<file path="src/rtl/bg_frame_capture_if.sv">
// Camera-in / frame-buffer-write bundle for the background frame capture block.
interface bg_frame_capture_if #(
  parameter int ADDR_W = 17
);
  logic              i_capture_req;
  logic              i_valid;
  logic              i_sof;
  logic              i_eol;
  logic [3:0]        i_red;
  logic [3:0]        i_green;
  logic [3:0]        i_blue;
  logic              o_we;
  logic [ADDR_W-1:0] o_waddr;
  logic [15:0]       o_wdata;
  logic              o_busy;
  logic              o_done;
  logic              o_frame_err;

  modport master (
    output i_capture_req, i_valid, i_sof, i_eol, i_red, i_green, i_blue,
    input  o_we, o_waddr, o_wdata, o_busy, o_done, o_frame_err
  );

  modport slave (
    input  i_capture_req, i_valid, i_sof, i_eol, i_red, i_green, i_blue,
    output o_we, o_waddr, o_wdata, o_busy, o_done, o_frame_err
  );
endinterface

</file>
<file path="src/rtl/bg_frame_capture.sv">
// Grabs one RGB444 camera frame on request, 2:1 decimates it and writes it
// bottom-row-first as RGB565 into the chroma-key background frame store.
module bg_frame_capture #(
  parameter int H_ACTIVE = 640,
  parameter int V_ACTIVE = 480,
  parameter int OUT_W    = 320,
  parameter int OUT_H    = 240,
  parameter int ADDR_W   = 17
) (
  input  logic               clk,
  input  logic               reset,
  bg_frame_capture_if.slave  bus
);
  localparam int X_W = $clog2(H_ACTIVE + 1);
  localparam int Y_W = $clog2(V_ACTIVE);
  localparam int R_W = $clog2(OUT_H);
  // OUT_W is a sum of two powers of two (320 = 256 + 64), so the row offset is two shifts.
  localparam int SH_HI = $clog2(OUT_W) - 1;
  localparam int SH_LO = $clog2(OUT_W - (1 << SH_HI));
  localparam logic [X_W-1:0] X_MAX    = X_W'(H_ACTIVE);
  localparam logic [Y_W-1:0] Y_MAX    = Y_W'(V_ACTIVE);
  localparam logic [Y_W-1:0] Y_LAST   = Y_W'(V_ACTIVE - 1);
  localparam logic [R_W-1:0] ROW_LAST = R_W'(OUT_H - 1);

  typedef enum logic [1:0] {
    IDLE    = 2'd0,
    ARM     = 2'd1,
    CAPTURE = 2'd2
  } state_t;

  state_t            state_r;
  logic [X_W-1:0]    x_r;
  logic [Y_W-1:0]    y_r;

  logic              accept_s;
  logic              restart_s;
  logic              wr_s;
  logic              last_line_s;
  logic [X_W-1:0]    px_x_s;
  logic [Y_W-1:0]    px_y_s;
  logic [R_W-1:0]    row_s;
  logic [ADDR_W-1:0] addr_s;
  logic [15:0]       rgb565_s;

  // Pixel acceptance, effective coordinates (sof forces 0,0), write address and colour.
  always_comb begin
    accept_s  = 1'b0;
    restart_s = 1'b0;
    case (state_r)
      ARM: begin
        accept_s  = bus.i_valid & bus.i_sof;
        restart_s = bus.i_valid & bus.i_sof;
      end
      CAPTURE: begin
        accept_s  = bus.i_valid;
        restart_s = bus.i_valid & bus.i_sof;
      end
      default: begin
        accept_s  = 1'b0;
        restart_s = 1'b0;
      end
    endcase

    if (restart_s) begin
      px_x_s = '0;
      px_y_s = '0;
    end else begin
      px_x_s = x_r;
      px_y_s = y_r;
    end

    wr_s        = accept_s & ~px_x_s[0] & ~px_y_s[0] & (px_x_s < X_MAX) & (px_y_s < Y_MAX);
    last_line_s = (px_y_s == Y_LAST);
    row_s       = ROW_LAST - R_W'(px_y_s >> 1);
    addr_s      = (ADDR_W'(row_s) << SH_HI) + (ADDR_W'(row_s) << SH_LO) + ADDR_W'(px_x_s >> 1);
    rgb565_s    = {bus.i_red, bus.i_red[3], bus.i_green, bus.i_green[3:2],
                   bus.i_blue, bus.i_blue[3]};
  end

  // Capture FSM, x/y counters and all registered outputs.
  always_ff @(posedge clk or posedge reset) begin
    if (reset) begin
      state_r         <= IDLE;
      x_r             <= '0;
      y_r             <= '0;
      bus.o_we        <= 1'b0;
      bus.o_waddr     <= '0;
      bus.o_wdata     <= 16'h0000;
      bus.o_busy      <= 1'b0;
      bus.o_done      <= 1'b0;
      bus.o_frame_err <= 1'b0;
    end else begin
      bus.o_we        <= wr_s;
      bus.o_done      <= 1'b0;
      bus.o_frame_err <= (state_r == CAPTURE) && restart_s;
      if (wr_s) begin
        bus.o_waddr <= addr_s;
        bus.o_wdata <= rgb565_s;
      end
      case (state_r)
        IDLE: begin
          if (bus.i_capture_req) begin
            state_r    <= ARM;
            bus.o_busy <= 1'b1;
          end
        end
        ARM, CAPTURE: begin
          if (accept_s) begin
            if (bus.i_eol) begin
              x_r <= '0;
              if (last_line_s) begin
                state_r    <= IDLE;
                y_r        <= '0;
                bus.o_done <= 1'b1;
                bus.o_busy <= 1'b0;
              end else begin
                state_r <= CAPTURE;
                y_r     <= px_y_s + Y_W'(1);
              end
            end else begin
              state_r <= CAPTURE;
              x_r     <= (px_x_s == X_MAX) ? X_MAX : px_x_s + X_W'(1);
              y_r     <= px_y_s;
            end
          end
        end
        default: begin
          state_r    <= IDLE;
          x_r        <= '0;
          y_r        <= '0;
          bus.o_busy <= 1'b0;
        end
      endcase
    end
  end
endmodule

</file>
<file path="src/flat_wrapper.sv">
// flat-port wrapper written by rule: the top's interface ports become plain ports
module bg_frame_capture_flat 
#(
  parameter int H_ACTIVE = 640,
  parameter int V_ACTIVE = 480,
  parameter int OUT_W    = 320,
  parameter int OUT_H    = 240,
  parameter int ADDR_W   = 17
)
  (clk, reset, bus_i_capture_req, bus_i_valid, bus_i_sof, bus_i_eol, bus_i_red, bus_i_green, bus_i_blue, bus_o_we, bus_o_waddr, bus_o_wdata, bus_o_busy, bus_o_done, bus_o_frame_err);
  bg_frame_capture_if #(.ADDR_W(ADDR_W)) bus_i ();
  input  logic clk;
  input  logic reset;
  input wire logic [$bits(bus_i.i_capture_req)-1:0] bus_i_capture_req;
  input wire logic [$bits(bus_i.i_valid)-1:0] bus_i_valid;
  input wire logic [$bits(bus_i.i_sof)-1:0] bus_i_sof;
  input wire logic [$bits(bus_i.i_eol)-1:0] bus_i_eol;
  input wire logic [$bits(bus_i.i_red)-1:0] bus_i_red;
  input wire logic [$bits(bus_i.i_green)-1:0] bus_i_green;
  input wire logic [$bits(bus_i.i_blue)-1:0] bus_i_blue;
  output wire logic [$bits(bus_i.o_we)-1:0] bus_o_we;
  output wire logic [$bits(bus_i.o_waddr)-1:0] bus_o_waddr;
  output wire logic [$bits(bus_i.o_wdata)-1:0] bus_o_wdata;
  output wire logic [$bits(bus_i.o_busy)-1:0] bus_o_busy;
  output wire logic [$bits(bus_i.o_done)-1:0] bus_o_done;
  output wire logic [$bits(bus_i.o_frame_err)-1:0] bus_o_frame_err;
  assign bus_i.i_capture_req = bus_i_capture_req;
  assign bus_i.i_valid = bus_i_valid;
  assign bus_i.i_sof = bus_i_sof;
  assign bus_i.i_eol = bus_i_eol;
  assign bus_i.i_red = bus_i_red;
  assign bus_i.i_green = bus_i_green;
  assign bus_i.i_blue = bus_i_blue;
  assign bus_o_we = bus_i.o_we;
  assign bus_o_waddr = bus_i.o_waddr;
  assign bus_o_wdata = bus_i.o_wdata;
  assign bus_o_busy = bus_i.o_busy;
  assign bus_o_done = bus_i.o_done;
  assign bus_o_frame_err = bus_i.o_frame_err;
  bg_frame_capture #(.H_ACTIVE(H_ACTIVE), .V_ACTIVE(V_ACTIVE), .OUT_W(OUT_W), .OUT_H(OUT_H), .ADDR_W(ADDR_W)) u_core (.clk(clk), .reset(reset), .bus(bus_i));
endmodule
</file>
<file path="config.mk">
export PLATFORM = sky130hd
export DESIGN_NAME = bg_frame_capture_flat
export DESIGN_NICKNAME = d
export VERILOG_FILES = /design/src/rtl/bg_frame_capture_if.sv /design/src/rtl/bg_frame_capture.sv /design/src/flat_wrapper.sv
export SDC_FILE = /design/constraint.sdc
export NUM_CORES = 1
export LEC_CHECK = 0
export CAP_MARGIN = 20
export CORE_MARGIN = 8
export CORE_UTILIZATION = 55
export CTS_CLUSTER_SIZE = 30
export DETAILED_ROUTE_END_ITERATION = 8
export PLACE_DENSITY = 0.83
export REMOVE_ABC_BUFFERS = 1
export SETUP_SLACK_MARGIN = 0.15
export SLEW_MARGIN = 0
export SYNTH_ARGS = -nofsm -noshare
export SYNTH_HDL_FRONTEND = slang
export SYNTH_SLANG_ARGS = --single-unit
</file>
<file path="constraint.sdc">
create_clock -name clk -period 6.1 [get_ports clk]
set_clock_uncertainty 0.05 [all_clocks]
set_input_delay 0.915 -clock clk [delete_from_list [all_inputs] [get_ports clk]]
set_output_delay 0.915 -clock clk [all_outputs]
set_load 0.02 [all_outputs]
</file>
Word level (Yosys, flattened, before mapping). Cells that the tools add are included.

Register bits: 58. Logic and storage cells: 64.

$add $sub $neg: 5. $lt $le $gt $ge: 2. Equality and inequality tests: 8. Mux-type cells: 26. Bitwise operators: 8. Reductions and logical operators: 6.

Operators with widths (count): $mux W10 (4); $mux W9 (4); $pmux W10 S2 (1); $pmux W9 S2 (1); $add A16 B14 Y17 (1); $add A17 B9 Y17 (1); $add A10 B1 Y10 const B (1); $eq A10 B10 Y1 const B (1); $lt A10 B10 Y1 const B (1); $add A9 B1 Y9 const B (1); $eq A9 B9 Y1 const B (1); $lt A9 B9 Y1 const B (1); $mux W1 (9); $mux W2 (4); $sub A8 B8 Y8 const A (1); $ne A2 B1 Y1 const B (3); $and A1 B1 Y1 (5); $pmux W1 S2 (2); $pmux W2 S2 (1); $reduce_and A2 Y1 (2); $reduce_and A4 Y1 (1); $not A1 Y1 (3); $eq A2 B1 Y1 const B (1); $eq A2 B2 Y1 const B (1); other kinds (4) (4).

Depth between registers and ports, before layout. Gate-level depths: netlist of the first run.

Depth in word-level cells: 9. Gate-level depth with buffers: 16. Depth with buffers taken out: 13.

Worst setup path before layout of the first run. Ideal clock, no wire load.

Path type: input to register. Start: in bus_i_sof. End: reg u_core.bus.o_waddr[15]. Setup time: 77 ps. Data arrival time: 3524 ps. Data required time: 5973 ps. Slack: 2448 ps. Stages: 13. Path buffers: 3. Cell sequence: nand3_1 -> buf_2 -> buf_2 -> buf_2 -> nand2_1 -> fa_1 -> inv_1 -> fa_1 -> nand2b_1 -> a21oi_1 -> o31ai_1 -> mux2_2 -> a21oi_1.

Word-level cells in the longest chain between the ends: 8. Elaborated cells between the ends (all ways): 16.

Ends and longest elaborated chain: from (decl) (RTL line flat_wrapper.sv:16) `input wire logic [$bits(bus_i.i_sof)-1:0] bus_i_sof;`; $and A1 B1 Y1 * (RTL line bg_frame_capture.sv:51, bg_frame_capture.sv:52, bg_frame_capture.sv:56); parallel branches: the longest is 7 deep, another holds $add A16 B14 Y17; to (signal assigned) (RTL line bg_frame_capture.sv:97) `bus.o_waddr <= addr_s;`; to (decl) (RTL line bg_frame_capture_if.sv:26) `output o_we, o_waddr, o_wdata, o_busy, o_done, o_frame_err`.

Every way passes the cells marked *. A chain may end at the register's enable or synchronous reset.

Worst setup path in the final report of the first run.
Start: in bus_i_valid. End: reg u_core.bus.o_waddr[15].

Word-level cells in the longest chain between the ends: 8. Elaborated cells between the ends (all ways): 16.

Ends and longest elaborated chain: from (decl) (RTL line flat_wrapper.sv:15) `input wire logic [$bits(bus_i.i_valid)-1:0] bus_i_valid;`; parallel branches: the longest is 8 deep, another holds $add A16 B14 Y17.

Parallel ways; which one is timed is not known.

==> results of run 1 <==
power breakdown:
group | switching [mW] | internal (mW)
Clock | 0.120 | 0.122
Combinational | 0.393 | 0.286
Sequential | 0.0490 | 0.440
Total | 0.562 | 0.848
final cells by class:
type / instances / area, sq um
repair buffers: 56 / 556
fillers: 445 / 1720
inverters: 15 / 56.3
clock buffers: 5 / 68.8
multi-input cells: 261 / 1660
well taps: 72 / 90.1
clock inverters: 3 / 45.0
flip-flops and latches: 54 / 1350
cells in the mapped netlist (all sizes together), types with 9 or more instances:
cell   number
o21ai      29
inv        14
nor2       17
a22o        9
buf        17
ha         22
dfrtp      54
a21oi       9
nand2      83
worst reg2reg max path: stages, from the launching register on:
cell                       delay [ns]
sky130_fd_sc_hd__dfrtp_1         0.41
sky130_fd_sc_hd__inv_1           0.09
sky130_fd_sc_hd__ha_1            0.37
sky130_fd_sc_hd__nand3_1         0.10
sky130_fd_sc_hd__buf_4           0.28
sky130_fd_sc_hd__nand2_1         0.19
sky130_fd_sc_hd__fa_1            0.59
sky130_fd_sc_hd__inv_1           0.06
sky130_fd_sc_hd__fa_1            0.45
sky130_fd_sc_hd__nand2b_1        0.18
sky130_fd_sc_hd__a21oi_1         0.26
sky130_fd_sc_hd__o31ai_1         0.11
sky130_fd_sc_hd__mux2_2          0.27
sky130_fd_sc_hd__a21oi_1         0.14
sequential cells by signal, indices dropped and copies added (netlist names):
| signal | flops |
|---|---|
| u_core.bus.o_waddr | 17 |
| u_core.bus.o_wdata | 12 |
| u_core.x_r | 10 |
| u_core.y_r | 9 |
| u_core.state_r | 2 |
| u_core.bus.o_busy | 1 |
| u_core.bus.o_done | 1 |
| u_core.bus.o_frame_err | 1 |
| u_core.bus.o_we | 1 |
cells by family (layout without fill, tap and decap cells):
kind of cell    after synthesis  in the layout  synth area share
fa+ha+maj                    24             24            0.0990
buf+inv                      35             79            0.0554
mux                           4              4            0.0137
simple gates                146            146             0.217
compound gates               80             80             0.171
flops                        54             54             0.424
xor+xnor                      7              7            0.0192
cell usage in the layout, fill, tap and decap left out, types with 4 or more instances in the layout:
cell type / count
sky130_fd_sc_hd__nand2_1: 83
sky130_fd_sc_hd__clkdlybuf4s50_1: 54
sky130_fd_sc_hd__dfrtp_1: 54
sky130_fd_sc_hd__o21ai_0: 26
sky130_fd_sc_hd__ha_1: 22
sky130_fd_sc_hd__nor2_1: 17
sky130_fd_sc_hd__inv_1: 13
sky130_fd_sc_hd__a22o_1: 9
sky130_fd_sc_hd__a21oi_1: 9
sky130_fd_sc_hd__nand3_1: 7
sky130_fd_sc_hd__and2_1: 7
sky130_fd_sc_hd__nand4_1: 7
sky130_fd_sc_hd__a21o_1: 6
sky130_fd_sc_hd__xor2_1: 5
sky130_fd_sc_hd__clkbuf_8: 5
sky130_fd_sc_hd__nand2b_1: 4
metal layers:
layer	global-route usage	up-vias
li1	-	1307
met1	0.225	1306
met2	0.296	101
met3	0.0407	7
met4	0.0403	0
met5	0	-
worst max-delay path by stage:
stage	startpoint	to	cells past startpoint
detailed placement	bus_i_sof	u_core.bus.o_waddr[15]	12
global placement	bus_i_valid	u_core.bus.o_waddr[15]	12
floorplan	bus_i_sof	u_core.bus.o_waddr[15]	10
CTS	bus_i_sof	u_core.bus.o_waddr[15]	12
finish	bus_i_valid	u_core.bus.o_waddr[15]	12
global route	bus_i_sof	u_core.bus.o_waddr[15]	12
==> impl_metrics.prom, run 1 <==
# TYPE chip_impl_metric gauge
chip_impl_info{name="run_status",value="finished, final reports clean"} 1
chip_impl_metric{name="drt_first_pass_iters",unit=""} 5
chip_impl_metric{name="power-per-cell-area",unit="nW/um^2"} 368
chip_impl_info{name="unrepaired_setup_endpoints_after_global_routing",value="no"} 1
chip_impl_metric{name="clock_tree_buf_depth",unit=""} 2
chip_impl_metric{name="cts_repair_resize_count",unit=""} 0
chip_impl_metric{name="ys_ff_latch",unit=""} 54
chip_impl_metric{name="route.detailed.drc",unit=""} 0
chip_impl_metric{name="fmax",unit="MHz"} 260
chip_impl_metric{name="place.detailed.instances",unit=""} 458
chip_impl_metric{name="min_period",unit="ns"} 3.85
chip_impl_metric{name="clkTransAtPathRegs",unit="ns"} 0.10
chip_impl_metric{name="aggregate_negative_setup_slack",unit="ns"} 0
chip_impl_info{name="crit-reg2reg-capture",value="u_core.bus.o_waddr[15]"} 1
chip_impl_info{name="worstSetupPathType",value="in2reg"} 1
chip_impl_metric{name="placement_rows",unit=""} 27
chip_impl_metric{name="grt_max_degree",unit=""} 55
chip_impl_metric{name="final_design_area_no_fill",unit="sq um"} 3820
chip_impl_metric{name="synth_cell_types",unit=""} 59
chip_impl_metric{name="count_of_flip_flops_with_a_built_in_enable_after_synthesis",unit=""} 0
chip_impl_metric{name="first_pass_grt_wire_length",unit="um"} 12500
chip_impl_metric{name="design.core.area",unit="sq um"} 5540
chip_impl_metric{name="hold-path-cell-count",unit=""} 2
chip_impl_metric{name="syn_inst",unit=""} 350
chip_impl_metric{name="cts_setup_buffers",unit=""} 0
chip_impl_info{name="slowest_stage",value="sky130_fd_sc_hd__fa_1"} 1
chip_impl_info{name="class_of_the_worst_hold_path",value="reg2reg"} 1
chip_impl_info{name="critical_path.reg2reg.startpoint",value="u_core.state_r[0]"} 1
chip_impl_metric{name="postSynthAreaPerCell",unit="sq um"} 9.10
chip_impl_metric{name="worst-endpoint-required",unit="ns"} 6.28
chip_impl_metric{name="pre_cts_slack",unit="ns"} 1.94
chip_impl_info{name="synth_top_area_cell",value="sky130_fd_sc_hd__dfrtp_1"} 1
chip_impl_info{name="maxUsedRoutingLayer",value="met4"} 1
chip_impl_metric{name="worst_slew_pin_slew",unit="ns"} 0.955
chip_impl_metric{name="final_cell_count_no_fill",unit=""} 466
chip_impl_metric{name="cts_htree_levels",unit=""} 2
chip_impl_info{name="cts-root-buf",value="sky130_fd_sc_hd__clkbuf_8"} 1
chip_impl_info{name="worstSetupStartpointType",value="primary input"} 1
chip_impl_metric{name="maxCapViolCount",unit=""} 0
chip_impl_metric{name="arrival",unit="ns"} 4.03
chip_impl_info{name="timing.critical_path.to_type",value="flop"} 1
chip_impl_info{name="synth-main-ff-cell",value="sky130_fd_sc_hd__dfrtp_1"} 1
chip_impl_metric{name="leakage",unit="nW"} 1.75
chip_impl_metric{name="finalHoldWorstSlack",unit="ns"} 0.433
chip_impl_metric{name="depth_of_the_worst_register_to_register_path",unit=""} 13
chip_impl_metric{name="route.antenna.remaining_nets",unit=""} 0
chip_impl_metric{name="insertedDiodeCount",unit=""} 0
chip_impl_metric{name="final_min_period_over_clock_period",unit=""} 0.631
chip_impl_info{name="hold_path_startpoint",value="u_core.bus.o_wdata[3]"} 1
chip_impl_metric{name="post_cts_hold_buffer_count",unit=""} 0
chip_impl_metric{name="dr.first_iter.drc_count",unit=""} 160
chip_impl_metric{name="final_layout_size_suffix_gt1_frac",unit=""} 0.0533
chip_impl_info{name="timing.critical_path.cells",value="clkdlybuf4s50_1 -> nand3_1 -> buf_4 -> nand2_1 -> fa_1 -> inv_1 -> fa_1 -> nand2b_1 -> a21oi_1 -> o31ai_1 -> mux2_2 -> a21oi_1"} 1
chip_impl_metric{name="post_synth_instance_area",unit="sq um"} 3190
chip_impl_metric{name="track_usage",unit=""} 0.177
chip_impl_metric{name="total_placed_instance_area",unit="sq um"} 3710
chip_impl_metric{name="synth_top_area_frac",unit=""} 0.424
chip_impl_metric{name="cts_bufs_inserted",unit=""} 5
chip_impl_metric{name="die_height",unit="um"} 92.1
chip_impl_metric{name="globalplace.congestion",unit=""} 0.864
chip_impl_metric{name="placement.io_buffers",unit=""} 54
chip_impl_metric{name="worst_skew_pair.late_latency",unit="ns"} 0.31
chip_impl_metric{name="grt_overflow_total",unit=""} 0
chip_impl_metric{name="floorplan.die_area",unit="sq um"} 8480
chip_impl_metric{name="route.met2.wl",unit="um"} 3550
chip_impl_metric{name="vdd.ir_drop.worst",unit="uV"} 275
chip_impl_metric{name="drt-met1-wl",unit="um"} 3220
chip_impl_info{name="hold-path-endpoint",value="u_core.bus.o_wdata[3]"} 1
chip_impl_metric{name="path_buf_inv",unit=""} 3
chip_impl_metric{name="layout_setup_ws",unit="ns"} 2.25
chip_impl_metric{name="seq_area_frac_synth",unit=""} 0.424
chip_impl_metric{name="place.detailed.hpwl",unit="um"} 5340
chip_impl_metric{name="report.final.setup_viol",unit=""} 0
chip_impl_metric{name="critPathMaxFanout",unit=""} 29
chip_impl_info{name="tritoncts",value="built"} 1
chip_impl_metric{name="cp_slowest_stage_delay",unit="ns"} 0.59
chip_impl_metric{name="timing.slew.headroom",unit=""} 0.359
chip_impl_metric{name="vias",unit=""} 2721
chip_impl_metric{name="report.final.slew_viol_count",unit=""} 0
chip_impl_metric{name="route.detailed.vias_per_inst",unit=""} 5.84
chip_impl_metric{name="final_core_util",unit=""} 0.690
chip_impl_metric{name="ys_warn_count",unit=""} 0
chip_impl_metric{name="start_util",unit=""} 0.575
chip_impl_metric{name="antenna_found_initial",unit=""} 0
chip_impl_metric{name="number_of_global_route_vias_before_repair",unit=""} 2622
chip_impl_metric{name="timing_hold_violations_final",unit=""} 0
chip_impl_metric{name="met3_routed_length",unit="um"} 476
chip_impl_info{name="synthTopCellsByArea",value="sky130_fd_sc_hd__dfrtp_1 42%, sky130_fd_sc_hd__nand2_1 9.8%, sky130_fd_sc_hd__ha_1 8.6%, sky130_fd_sc_hd__o21ai_0 4.1%, sky130_fd_sc_hd__a22o_1 2.5%"} 1
chip_impl_metric{name="total_power",unit="mW"} 1.41
chip_impl_metric{name="detail_route.wl_per_cell",unit="um"} 15.7
chip_impl_metric{name="reg2reg_setup_slack",unit="ns"} 2.48
chip_impl_metric{name="nets",unit=""} 435
chip_impl_metric{name="area.growth.synth_to_final",unit="%"} 20.1
chip_impl_metric{name="finalWirelength",unit="um"} 7320
chip_impl_metric{name="pin_count",unit=""} 55
chip_impl_metric{name="fp.dieW",unit="um"} 92.1
chip_impl_metric{name="synthArstFlopShare",unit=""} 1.00
chip_impl_info{name="critPathTopFamily",value="adder cells"} 1
chip_impl_metric{name="numClockSinks",unit=""} 54
(Power assumes the default switching activity.)
==> inputs of run 2 (changes only) <==
--- a/config.mk
+++ b/config.mk
@@ -7,10 +7,10 @@
 export LEC_CHECK = 0
 export CAP_MARGIN = 20
 export CORE_MARGIN = 8
-export CORE_UTILIZATION = 55
+export CORE_UTILIZATION = 53
 export CTS_CLUSTER_SIZE = 30
 export DETAILED_ROUTE_END_ITERATION = 8
-export PLACE_DENSITY = 0.83
+export PLACE_DENSITY = 0.8
 export REMOVE_ABC_BUFFERS = 1
 export SETUP_SLACK_MARGIN = 0.15
 export SLEW_MARGIN = 0
==> constraint.sdc (replaced) <==
create_clock -name clk -period 3.8 [get_ports clk]
set_clock_uncertainty 0.05 [all_clocks]
set_input_delay 0.57 -clock clk [delete_from_list [all_inputs] [get_ports clk]]
set_output_delay 0.57 -clock clk [all_outputs]
set_load 0.02 [all_outputs]
==> impl_metrics.prom, run 2 (synthesis gave the netlist of run 1 again) <==
# TYPE chip_impl_metric gauge
chip_impl_info{name="run_status",value="finished, final reports clean"} 1
chip_impl_metric{name="placement.io_buffers",unit=""} 54
chip_impl_metric{name="route.detailed.drc",unit=""} 0
chip_impl_metric{name="drt_first_pass_iters",unit=""} 4
chip_impl_info{name="cts-root-buf",value="sky130_fd_sc_hd__clkbuf_8"} 1
chip_impl_info{name="critPathTopFamily",value="adder cells"} 1
chip_impl_metric{name="antenna_found_initial",unit=""} 0
chip_impl_metric{name="cts_htree_levels",unit=""} 2
chip_impl_metric{name="dr.first_iter.drc_count",unit=""} 181
chip_impl_metric{name="floorplan.die_area",unit="sq um"} 8750
chip_impl_metric{name="switching_share",unit=""} 0.394
chip_impl_metric{name="total_power",unit="mW"} 2.26
chip_impl_info{name="worstSetupPathType",value="reg2reg"} 1
chip_impl_metric{name="grt_overflow_total",unit=""} 0
chip_impl_metric{name="timing.slew.headroom",unit=""} 0.487
chip_impl_metric{name="final_design_area_no_fill",unit="sq um"} 3850
chip_impl_metric{name="path_buf_inv",unit=""} 2
chip_impl_metric{name="worst_skew_pair.late_latency",unit="ns"} 0.30
chip_impl_metric{name="design.core.area",unit="sq um"} 5850
chip_impl_metric{name="report.final.slew_viol_count",unit=""} 0
chip_impl_metric{name="vias",unit=""} 2673
chip_impl_info{name="most_flop_heavy_register",value="u_core.bus.o_waddr"} 1
chip_impl_info{name="most_frequent_standard_cell_in_the_layout_excluding_fill_and_tap_cells",value="sky130_fd_sc_hd__nand2_1"} 1
chip_impl_metric{name="clock_tree_buf_depth",unit=""} 2
chip_impl_metric{name="grt_max_degree",unit=""} 42
chip_impl_metric{name="pin_count",unit=""} 55
chip_impl_metric{name="arrival",unit="ns"} 3.53
chip_impl_info{name="worstSetupStartpointType",value="flop"} 1
chip_impl_metric{name="largest_register_ff_count",unit=""} 17
chip_impl_metric{name="clkTransAtPathRegs",unit="ns"} 0.10
chip_impl_info{name="unrepaired_setup_endpoints_after_global_routing",value="no"} 1
chip_impl_metric{name="fp.dieW",unit="um"} 93.5
chip_impl_metric{name="final_min_period_over_clock_period",unit=""} 0.884
chip_impl_info{name="timing.critical_path.cells",value="inv_1 -> ha_1 -> nand3_2 -> nand2_1 -> fa_1 -> inv_1 -> fa_1 -> nand2b_1 -> a21oi_1 -> o31ai_1 -> mux2_2 -> a21oi_1"} 1
chip_impl_info{name="largestRegisters",value="u_core.bus.o_waddr (17), u_core.bus.o_wdata (12), u_core.x_r (10)"} 1
chip_impl_metric{name="track_usage",unit=""} 0.171
chip_impl_metric{name="combinationalPowerShare",unit=""} 0.485
chip_impl_metric{name="aggregate_negative_setup_slack",unit="ns"} 0
chip_impl_metric{name="placement_rows",unit=""} 28
chip_impl_metric{name="route.detailed.vias_per_inst",unit=""} 5.69
chip_impl_metric{name="finalWirelength",unit="um"} 7280
chip_impl_metric{name="final_layout_size_suffix_gt1_frac",unit=""} 0.0582
chip_impl_metric{name="layout.filler_cells",unit=""} 475
chip_impl_metric{name="vdd.ir_drop.worst",unit="uV"} 548
chip_impl_metric{name="area.growth.synth_to_final",unit="%"} 20.7
chip_impl_metric{name="sequentialPowerShare",unit=""} 0.347
chip_impl_metric{name="report.final.setup_viol",unit=""} 0
chip_impl_info{name="tritoncts",value="built"} 1
chip_impl_metric{name="share_clk_of_total_power",unit=""} 0.168
chip_impl_metric{name="leakage",unit="nW"} 1.77
chip_impl_metric{name="number_of_global_route_vias_before_repair",unit=""} 2601
chip_impl_info{name="timing.critical_path.to_type",value="flop"} 1
chip_impl_metric{name="place.detailed.hpwl",unit="um"} 5400
chip_impl_metric{name="power_switching",unit="mW"} 0.888
chip_impl_metric{name="timing_hold_violations_final",unit=""} 0
chip_impl_metric{name="fmax",unit="MHz"} 298
chip_impl_metric{name="cp_slowest_stage_delay",unit="ns"} 0.57
chip_impl_metric{name="critPathMaxFanout",unit=""} 6
chip_impl_metric{name="insertedDiodeCount",unit=""} 0
chip_impl_info{name="layout_common_cells",value="83 x sky130_fd_sc_hd__nand2_1, 54 x sky130_fd_sc_hd__clkdlybuf4s50_1, 54 x sky130_fd_sc_hd__dfrtp_1"} 1
chip_impl_metric{name="numClockSinks",unit=""} 54
chip_impl_metric{name="total_placed_instance_area",unit="sq um"} 3730
chip_impl_metric{name="start_util",unit=""} 0.544
chip_impl_metric{name="cts_setup_buffers",unit=""} 0
chip_impl_metric{name="globalplace.congestion",unit=""} 0.856
chip_impl_metric{name="first_pass_grt_wire_length",unit="um"} 12300
chip_impl_metric{name="cts_bufs_inserted",unit=""} 5
chip_impl_metric{name="finalHoldWorstSlack",unit="ns"} 0.431
chip_impl_metric{name="maxCapViolCount",unit=""} 0
chip_impl_metric{name="power-per-cell-area",unit="nW/um^2"} 586
chip_impl_metric{name="nets",unit=""} 437
chip_impl_metric{name="route.antenna.remaining_nets",unit=""} 0
chip_impl_metric{name="min_period",unit="ns"} 3.36
chip_impl_metric{name="worst-endpoint-required",unit="ns"} 3.97
chip_impl_info{name="slowest_stage",value="sky130_fd_sc_hd__fa_1"} 1
chip_impl_metric{name="detail_route.wl_per_cell",unit="um"} 15.5
chip_impl_metric{name="die_height",unit="um"} 93.5
chip_impl_metric{name="cell_internal_pwr",unit="mW"} 1.37
chip_impl_metric{name="worst_slew_pin_slew",unit="ns"} 0.759
chip_impl_info{name="class_of_the_worst_hold_path",value="reg2reg"} 1
-- run 2: power by group through the flow --
stage | clock network (mW) | registers, mW | logic (mW)
after floorplan | 0 | 0.945 | 0.496
after global placement | 0 | 0.786 | 1.08
after detailed placement | 0 | 0.794 | 1.09
after CTS | 0.388 | 0.782 | 1.10
after global routing | 0.406 | 0.799 | 1.21
final | 0.379 | 0.782 | 1.09
-- run 2: worst reg2reg max path, delay by kind of cell, from the launching register on --
family	cells	cell delay, ns
adders and majority gates	3	1.39
muxes	1	0.28
DFF	1	0.42
buffers and inverters	2	0.14
AOI/OAI and AO/OA	3	0.49
and+or+nand+nor	3	0.49
-- run 2: per-stage QoR --
step / setup WS [ns] / std cells / util
final: 0.440 / 470 / 0.657
after global placement: 0.218 / 463 / 0.638
after CTS: 0.320 / 470 / 0.656
after global routing: 0.209 / 470 / 0.657
after detailed placement: 0.113 / 463 / 0.638
after floorplan: 0.276 / 330 / -
-- run 2: final timing paths --
path | cells past startpoint | startpoint | to | slack, ns
max | 12 | u_core.state_r[0] | u_core.bus.o_waddr[15] | 0.44
min | 2 | u_core.bus.o_waddr[14] | u_core.bus.o_waddr[14] | 0.43
max reg2reg | 12 | u_core.state_r[0] | u_core.bus.o_waddr[15] | 0.44
min reg2reg | 2 | u_core.bus.o_waddr[14] | u_core.bus.o_waddr[14] | 0.43
max in group asynchronous | 3 | reset | u_core.bus.o_wdata[13] | 2.30
min in group asynchronous | 2 | reset | u_core.y_r[2] | 0.66
-- run 2: final cells by class --
class | instances | area (sq um) | area share
sequential | 54 | 1350 | 0.351
inverter | 15 | 56.3 | 0.0146
multi-input combinational | 261 | 1660 | 0.432
tap | 75 | 93.8 | 0.0244
timing repair buffer | 58 | 574 | 0.149
clock inverter | 2 | 38.8 | 0.0101
clock buffer | 5 | 68.8 | 0.0179
-- run 2: routing by layer --
metal,up-vias,GRT usage,wire [um]
li1,1304,-,-
met1,1270,0.226,3350
met2,88,0.272,3260
met3,11,0.0385,563
met4,0,0.0537,104
met5,-,0,0
-- run 2: repair_timing --
| action | CTS | global route |
|---|---|---|
| endpoints found under the setup margin | 0 | 2 |
| hold buffers | 0 | 0 |
| resized for setup | 0 | 2 |
